$ cat src/rtl/imem_boot_loader_if.sv
// Byte-stream receive and instruction-memory write port bundle for the boot loader.
interface imem_boot_loader_if #(
  parameter int N = 10,
  parameter int M = 32
);
  logic         rx_valid;
  logic [7:0]   rx_data;
  logic         rx_ready;
  logic         imem_we;
  logic [N-1:0] imem_addr;
  logic [M-1:0] imem_wdata;

  modport master (
    output rx_valid, rx_data,
    input  rx_ready, imem_we, imem_addr, imem_wdata
  );

  modport slave (
    input  rx_valid, rx_data,
    output rx_ready, imem_we, imem_addr, imem_wdata
  );
endinterface

$ cat src/rtl/imem_boot_loader.sv
// Boot sequencer: holds the core in reset, receives a length-prefixed little-endian
// program over a byte handshake, writes it to instruction memory, then releases the core.
module imem_boot_loader #(
  parameter int N = 10,
  parameter int M = 32
) (
  input  logic                 clk,
  input  logic                 rst,
  input  logic                 start,
  imem_boot_loader_if.slave    bus,
  output logic                 core_rst_n,
  output logic                 busy,
  output logic                 done,
  output logic                 err
);

  typedef enum logic [2:0] {
    IDLE,
    HDR0,
    HDR1,
    DATA,
    WRITE,
    DONE,
    ERR
  } state_t;

  localparam logic [31:0] CAP = 32'(1) << N;

  state_t      state;
  logic [15:0] count;
  logic [N:0]  idx;
  logic [1:0]  lane;
  logic [23:0] shbuf;

  logic        accept;
  logic [15:0] hdr;
  logic [N:0]  idx_next;

  assign accept   = bus.rx_valid & bus.rx_ready;
  assign hdr      = {bus.rx_data, count[7:0]};
  assign idx_next = idx + (N+1)'(1);

  always_ff @(posedge clk or negedge rst) begin
    if (!rst) begin
      state          <= IDLE;
      count          <= '0;
      idx            <= '0;
      lane           <= '0;
      shbuf          <= '0;
      core_rst_n     <= 1'b0;
      busy           <= 1'b0;
      done           <= 1'b0;
      err            <= 1'b0;
      bus.rx_ready   <= 1'b0;
      bus.imem_we    <= 1'b0;
      bus.imem_addr  <= '0;
      bus.imem_wdata <= '0;
    end else begin
      bus.imem_we <= 1'b0;
      case (state)
        IDLE, DONE, ERR: begin
          if (start) begin
            state        <= HDR0;
            core_rst_n   <= 1'b0;
            done         <= 1'b0;
            err          <= 1'b0;
            idx          <= '0;
            lane         <= '0;
            busy         <= 1'b1;
            bus.rx_ready <= 1'b1;
          end
        end

        HDR0: begin
          if (accept) begin
            count[7:0] <= bus.rx_data;
            state      <= HDR1;
          end
        end

        HDR1: begin
          if (accept) begin
            count[15:8] <= bus.rx_data;
            if (hdr == 16'd0) begin
              state        <= DONE;
              done         <= 1'b1;
              core_rst_n   <= 1'b1;
              busy         <= 1'b0;
              bus.rx_ready <= 1'b0;
            end else if ({16'd0, hdr} > CAP) begin
              state        <= ERR;
              err          <= 1'b1;
              busy         <= 1'b0;
              bus.rx_ready <= 1'b0;
            end else begin
              state <= DATA;
            end
          end
        end

        DATA: begin
          if (accept) begin
            lane <= lane + 2'd1;
            // The fourth byte bypasses the buffer straight into the registered write word.
            if (lane == 2'd3) begin
              state          <= WRITE;
              bus.rx_ready   <= 1'b0;
              bus.imem_we    <= 1'b1;
              bus.imem_addr  <= idx[N-1:0];
              bus.imem_wdata <= {bus.rx_data, shbuf};
            end else begin
              shbuf[{lane, 3'b000} +: 8] <= bus.rx_data;
            end
          end
        end

        WRITE: begin
          idx  <= idx_next;
          lane <= '0;
          if (32'(idx_next) == {16'd0, count}) begin
            state        <= DONE;
            done         <= 1'b1;
            core_rst_n   <= 1'b1;
            busy         <= 1'b0;
            bus.rx_ready <= 1'b0;
          end else begin
            state        <= DATA;
            bus.rx_ready <= 1'b1;
          end
        end

        default: begin
          state        <= IDLE;
          busy         <= 1'b0;
          bus.rx_ready <= 1'b0;
        end
      endcase
    end
  end

endmodule

$ cat src/flat_wrapper.sv
// flat-port wrapper written by rule: the top's interface ports become plain ports
module imem_boot_loader_flat 
#(
  parameter int N = 10,
  parameter int M = 32
)
  (clk, rst, start, core_rst_n, busy, done, err, bus_rx_valid, bus_rx_data, bus_rx_ready, bus_imem_we, bus_imem_addr, bus_imem_wdata);
  imem_boot_loader_if #(.N(N), .M(M)) bus_i ();
  input  logic clk;
  input  logic rst;
  input  logic start;
  output logic core_rst_n;
  output logic busy;
  output logic done;
  output logic err;
  input wire logic [$bits(bus_i.rx_valid)-1:0] bus_rx_valid;
  input wire logic [$bits(bus_i.rx_data)-1:0] bus_rx_data;
  output wire logic [$bits(bus_i.rx_ready)-1:0] bus_rx_ready;
  output wire logic [$bits(bus_i.imem_we)-1:0] bus_imem_we;
  output wire logic [$bits(bus_i.imem_addr)-1:0] bus_imem_addr;
  output wire logic [$bits(bus_i.imem_wdata)-1:0] bus_imem_wdata;
  assign bus_i.rx_valid = bus_rx_valid;
  assign bus_i.rx_data = bus_rx_data;
  assign bus_rx_ready = bus_i.rx_ready;
  assign bus_imem_we = bus_i.imem_we;
  assign bus_imem_addr = bus_i.imem_addr;
  assign bus_imem_wdata = bus_i.imem_wdata;
  imem_boot_loader #(.N(N), .M(M)) u_core (.clk(clk), .rst(rst), .start(start), .bus(bus_i), .core_rst_n(core_rst_n), .busy(busy), .done(done), .err(err));
endmodule
$ cat config.mk
export PLATFORM = sky130hd
export DESIGN_NAME = imem_boot_loader_flat
export DESIGN_NICKNAME = d
export VERILOG_FILES = /design/src/rtl/imem_boot_loader_if.sv /design/src/rtl/imem_boot_loader.sv /design/src/flat_wrapper.sv
export SDC_FILE = /design/constraint.sdc
export NUM_CORES = 1
export LEC_CHECK = 0
export ABC_AREA = 1
export BUFFER_PORTS_ARGS = -buffer_cell sky130_fd_sc_hd__buf_2
export CORE_ASPECT_RATIO = 1.25
export CORE_MARGIN = 2
export CORE_UTILIZATION = 62
export CTS_CLUSTER_SIZE = 25
export DETAILED_ROUTE_END_ITERATION = 7
export PLACE_DENSITY = 0.84
export SLEW_MARGIN = 20
export SYNTH_ARGS = -nofsm -noshare
export SYNTH_HDL_FRONTEND = slang
export SYNTH_SLANG_ARGS = --single-unit
$ cat constraint.sdc
create_clock -name clk -period 3.8 [get_ports clk]
set_clock_uncertainty 0.05 [all_clocks]
set_input_delay 0.76 -clock clk [delete_from_list [all_inputs] [get_ports clk]]
set_output_delay 0.76 -clock clk [all_outputs]
set_load 0.05 [all_outputs]
Word-level counts from Yosys, hierarchy flattened
Cells that the tools add are included.
{"block": "classes", "n_addsub": 3, "n_lt_le_gt_ge": 1, "n_eq_ne": 18, "n_shift": 2, "mux": 37, "bitwise": 4, "reduce_logical": 19}
{"cell": "$bwmux W24", "count": 1}
{"cell": "$mux W3", "count": 8}
{"cell": "$shift A8 B7 Y24 const A", "count": 1}
{"cell": "$shiftx A8 B7 Y24", "count": 1}
{"cell": "$pmux W11 S2", "count": 1}
{"cell": "$reduce_and A5 Y1", "count": 4}
{"cell": "$mux W1", "count": 18}
{"cell": "$eq A11 B16 Y1", "count": 1}
{"cell": "$gt A16 B11 Y1 const B", "count": 1}
{"cell": "$logic_not A16 Y1", "count": 1}
{"cell": "$pmux W3 S5", "count": 1}
{"cell": "$ne A2 B1 Y1 const B", "count": 7}
{"cell": "$add A11 B1 Y11 const B", "count": 1}
{"cell": "$mux W11", "count": 1}
{"cell": "$eq A3 B3 Y1 const B", "count": 3}
{"cell": "$reduce_and A3 Y1", "count": 3}
{"cell": "$neg A5 Y7", "count": 1}
{"cell": "$eq A3 B2 Y1 const B", "count": 2}
{"cell": "$pmux W2 S3", "count": 1}
{"cell": "$reduce_and A2 Y1", "count": 3}
{"cell": "$reduce_and A6 Y1", "count": 1}
{"cell": "$reduce_bool A3 Y1", "count": 2}
{"cell": "$pmux W1 S5", "count": 1}
{"cell": "$mux W2", "count": 2}
{"cell": "other kinds (14)", "count": 18}
{"block": "totals", "regBits": 103, "out_inout_bits": 48}

Logic depth before layout (Yosys ltp)
{"block": "logic_depth", "depth_word": 5, "depth_mapped": 14}

Worst setup path after synthesis
Ideal clock, no wire load.
{"block": "synth_timing", "path_kind": "input-to-reg", "startpoint": "input port bus_rx_valid", "endpoint": "register u_core.shbuf[6]", "setup_ps": 83, "arrival_ps": 1688, "t_required_ps": 3667, "slack_ps": 1979, "path_stages": 7, "n_path_buf": 1, "path_cell_list": "nand2_1 -> inv_1 -> nand3_2 -> nor2_4 -> buf_2 -> nand3_1 -> o21ai_0"}
{"block": "synth_between", "elab_chain_cells": 2}
{"item": "from (decl)", "line": "flat_wrapper.sv:16", "rtl": "input wire logic [$bits(bus_i.rx_valid)-1:0] bus_rx_valid;"}
{"item": "$and A1 B1 Y1", "line": "imem_boot_loader.sv:39", "rtl": "assign accept = bus.rx_valid & bus.rx_ready;"}
{"item": "$reduce_and A3 Y1 (no line)"}
{"item": "to (signal, indexed assignment)", "line": "imem_boot_loader.sv:112", "rtl": "shbuf[{lane, 3'b000} +: 8] <= bus.rx_data;"}
{"item": "to (decl)", "line": "imem_boot_loader.sv:33", "rtl": "logic [23:0] shbuf;"}
No other way between the ends.
A chain may end at the register's enable or synchronous reset.

Worst setup path after layout
{"block": "layout_timing", "startpoint": "register u_core.state[2]", "endpoint": "register u_core.bus.imem_wdata[24]"}
{"block": "layout_between", "elab_chain_cells": 2}
{"item": "from (decl)", "line": "imem_boot_loader.sv:29", "rtl": "state_t state;"}
{"item": "from (signal assigned)", "line": "imem_boot_loader.sv:45", "rtl": "state <= IDLE;"}
{"item": "from (signal assigned)", "line": "imem_boot_loader.sv:63", "rtl": "state <= HDR0;"}
{"item": "from (signal assigned)", "line": "imem_boot_loader.sv:77", "rtl": "state <= HDR1;"}
{"item": "$eq A3 B2 Y1", "line": "imem_boot_loader.sv:60", "rtl": "case (state)"}
{"item": "$reduce_and A3 Y1 (no line)"}
{"item": "to (signal assigned)", "line": "imem_boot_loader.sv:110", "rtl": "bus.imem_wdata <= {bus.rx_data, shbuf};"}
{"item": "to (decl)", "line": "imem_boot_loader_if.sv:20", "rtl": "output rx_ready, imem_we, imem_addr, imem_wdata"}
No other way between the ends.

==> impl_metrics.py <==
metrics = {
    "final_layout": {
        "fin_nets": 632,
        "final_cell_mix": "nand2_1, dfrtp_1, inv_1",
        "fill_cells": 586,
        "final_common_cell": "nand2_1",
        "fin_area_um2": 5310,
        "area_growth_pct": 10.8,
        "antenna_cells": 0,
        "drive_above_1_share": 0.154,
    },
    "flow_run": {
        "maxCapViolCount": 0,
    },
    "synthesis": {
        "synth_cell_type_count": 29,
        "yosysTopAreaCell": "dfrtp_1",
        "synth_seq_area_share": 0.538,
        "ys_warn_count": 0,
        "synth_cells": 559,
        "synth_area_leaders": "dfrtp_1, nand2_1, inv_1",
        "synth_top_area_share": 0.538,
        "synth_nets": 578,
        "ys_ff_latch": 103,
        "avgSynthCellArea_um2": 8.57,
        "syn_area_um2": 4790,
    },
    "cts": {
        "cts_buffers": 9,
        "h-tree-depth": 3,
        "cts-root-buf": "clkbuf_8",
        "cts_resized": 0,
        "worstSkewPairLatency_ns": 0.38,
        "cts_setup_buffers": 0,
        "clock-sinks": 103,
        "clk_pin_slew_ns": 0.10,
        "clk_path_buf_depth": 2,
        "cts_tree": "done",
        "holdBufCountCts": 0,
    },
    "die": {
        "placementRows": 35,
        "die_h_um": 102,
        "core_area_um2": 7440,
        "die_x_um": 82.6,
        "initial_core_util": 0.643,
        "die-area_um2": 8450,
        "io_pins": 60,
    },
    "worst_setup_path": {
        "cp_data_arrival_time_ns": 2.46,
        "worst-path-buf-inv": 3,
        "max_stage_delay_ns": 0.50,
        "endpoint_kind": "flip-flop",
        "cp_max_fo": 56,
        "startpoint_type": "flip-flop",
        "slowest_stage": "dfrtp_1",
        "path_cells": "nor3_4 -> inv_2 -> nor3_4 -> inv_2 -> buf_4 -> nand2_1 -> o21ai_1",
        "crit_family": "buffers and inverters",
        "reg2reg_slack_ns": 1.56,
        "cp.required_ns": 4.01,
        "critPathKind": "flip-flop to flip-flop",
    },
    "sta": {
        "rsz0062_at_grt": "no",
        "period_needed_ns": 2.24,
        "tightest_slew_ns": 0.877,
        "report.final.slew_viol_count": 0,
        "finalSetupViolCount": 0,
        "slew_headroom": 0.414,
        "period_share": 0.591,
        "setup_tns_ns": 0,
        "hold_violations": 0,
        "max_freq_ghz": 0.445,
    },
    "detailed_routing": {
        "wl_per_cell_um": 15.1,
        "drcViolationCount": 0,
        "viasPerCell": 5.72,
        "drtIter0Drc": 320,
        "routed_wl_um": 10700,
        "vias": 4061,
        "ant_nets": 0,
        "drtPass1Iterations": 5,
    },
    "placement": {
        "port_buffers": 59,
        "gp_congestion": 0.890,
        "dp_hpwl_um": 7580,
        "place_area_um2": 5100,
    },
    "power_and_ir_drop": {
        "p_leak_nw": 2.75,
        "total_power_mw": 3.24,
        "power.density_nw_per_um2": 612,
        "peakVddDrop_mv": 0.403,
    },
    "global_routing": {
        "grt_pass1_wl_um": 17800,
        "antenna_found_initial": 0,
        "grt_max_degree": 57,
        "grt_pass1_vias": 3856,
        "grt_use_total": 0.280,
        "grt-ovfl-total": 0,
    },
    "hold_path": {
        "hold_path.class": "input pin to asynchronous set/reset pin",
    },
    "run_status": {
        "status": "complete, no violations",
    },
}
per-stage QoR:
| stage | instances | setup slack (ns) | hold WS, ns | utilization |
|---|---|---|---|---|
| final | 710 | 1.56 | 0.316 | 0.713 |
| after global routing | 710 | 1.39 | 0.362 | 0.713 |
| after CTS | 710 | 1.57 | 0.332 | 0.713 |
| after detailed placement | 694 | 1.31 | 0.410 | 0.685 |
| after global placement | 694 | 1.37 | 0.408 | 0.685 |
| after floorplan | 559 | 1.98 | 0.403 | - |
path summary, 6_finish.rpt:
check | startpoint | to | cells after the start
worst min register to register | u_core.busy$_DFFE_PN0P_ | u_core.busy$_DFFE_PN0P_ | 2
worst max-delay path | u_core.state[2]$_DFFE_PN0P_ | u_core.bus.imem_wdata[24]$_DFFE_PN0P_ | 7
min in group clk | u_core.busy$_DFFE_PN0P_ | u_core.busy$_DFFE_PN0P_ | 2
worst max register to register | u_core.state[2]$_DFFE_PN0P_ | u_core.bus.imem_wdata[24]$_DFFE_PN0P_ | 7
max in group asynchronous | rst | u_core.bus.imem_wdata[16]$_DFFE_PN0P_ | 2
worst min-delay path | rst | u_core.bus.imem_addr[2]$_DFFE_PN0P_ | 1
cell type report:
cell class,count,area (um2),area share
Inverter,77,289,0.0545
Tap cell,92,115,0.0217
Timing Repair Buffer,62,320,0.0604
Clock inverter,7,83.8,0.0158
Clock buffer,9,124,0.0233
Sequential cell,103,2580,0.486
Multi-Input combinational cell,360,1800,0.338
flip-flops by register name (all words and copies together) (netlist names):
register / cells
u_core.lane: 2
u_core.shbuf: 24
u_core.bus.rx_ready: 1
u_core.idx: 11
u_core.bus.imem_wdata: 32
u_core.err: 1
u_core.done: 1
u_core.state: 3
u_core.bus.imem_addr: 10
u_core.count: 16
u_core.busy: 1
u_core.bus.imem_we: 1
per-layer routing:
metal  vias up  wire length (um)  track usage
met2       173              5380        0.456
met3        35               661       0.0459
met1      1919              4380        0.364
met5         -                 0            0
li1       1934                 -            -
met4         0               303        0.137
report_power, final:
group	switching (mW)	total, mW	internal [mW]	leakage [nW]
logic	0.719	1.03	0.309	1.34
clock network	0.410	0.729	0.319	0.103
registers	0.165	1.49	1.32	1.30
total	1.29	3.24	1.95	2.75
kinds of logic after synthesis:
logic type      after synthesis  share of synthesized area
simple gates                242                      0.235
compound gates              111                      0.120
flops                       103                      0.538
buf+inv                      96                     0.0870
fa+ha+maj                     7                     0.0199
synth_stat cells:
cell / count
nand2_2: 1
nor2_1: 28
buf_2: 6
buf_4: 3
nor2_4: 5
o21bai_1: 1
nand2_1: 136
o31ai_1: 2
dfrtp_1: 103
or2_0: 1
fa_1: 1
and2_1: 1
buf_1: 1
nor3_4: 3
o21ai_0: 54
nand3_2: 3
inv_2: 5
nand3_1: 36
clkbuf_1: 4
o211ai_1: 1
a31oi_1: 2
buf_6: 5
o21ai_1: 41
a21oi_1: 5
nand3b_1: 1
inv_1: 72
o22ai_1: 5
ha_1: 6
nand4_1: 27
Power figures use the tool's default switching activity.
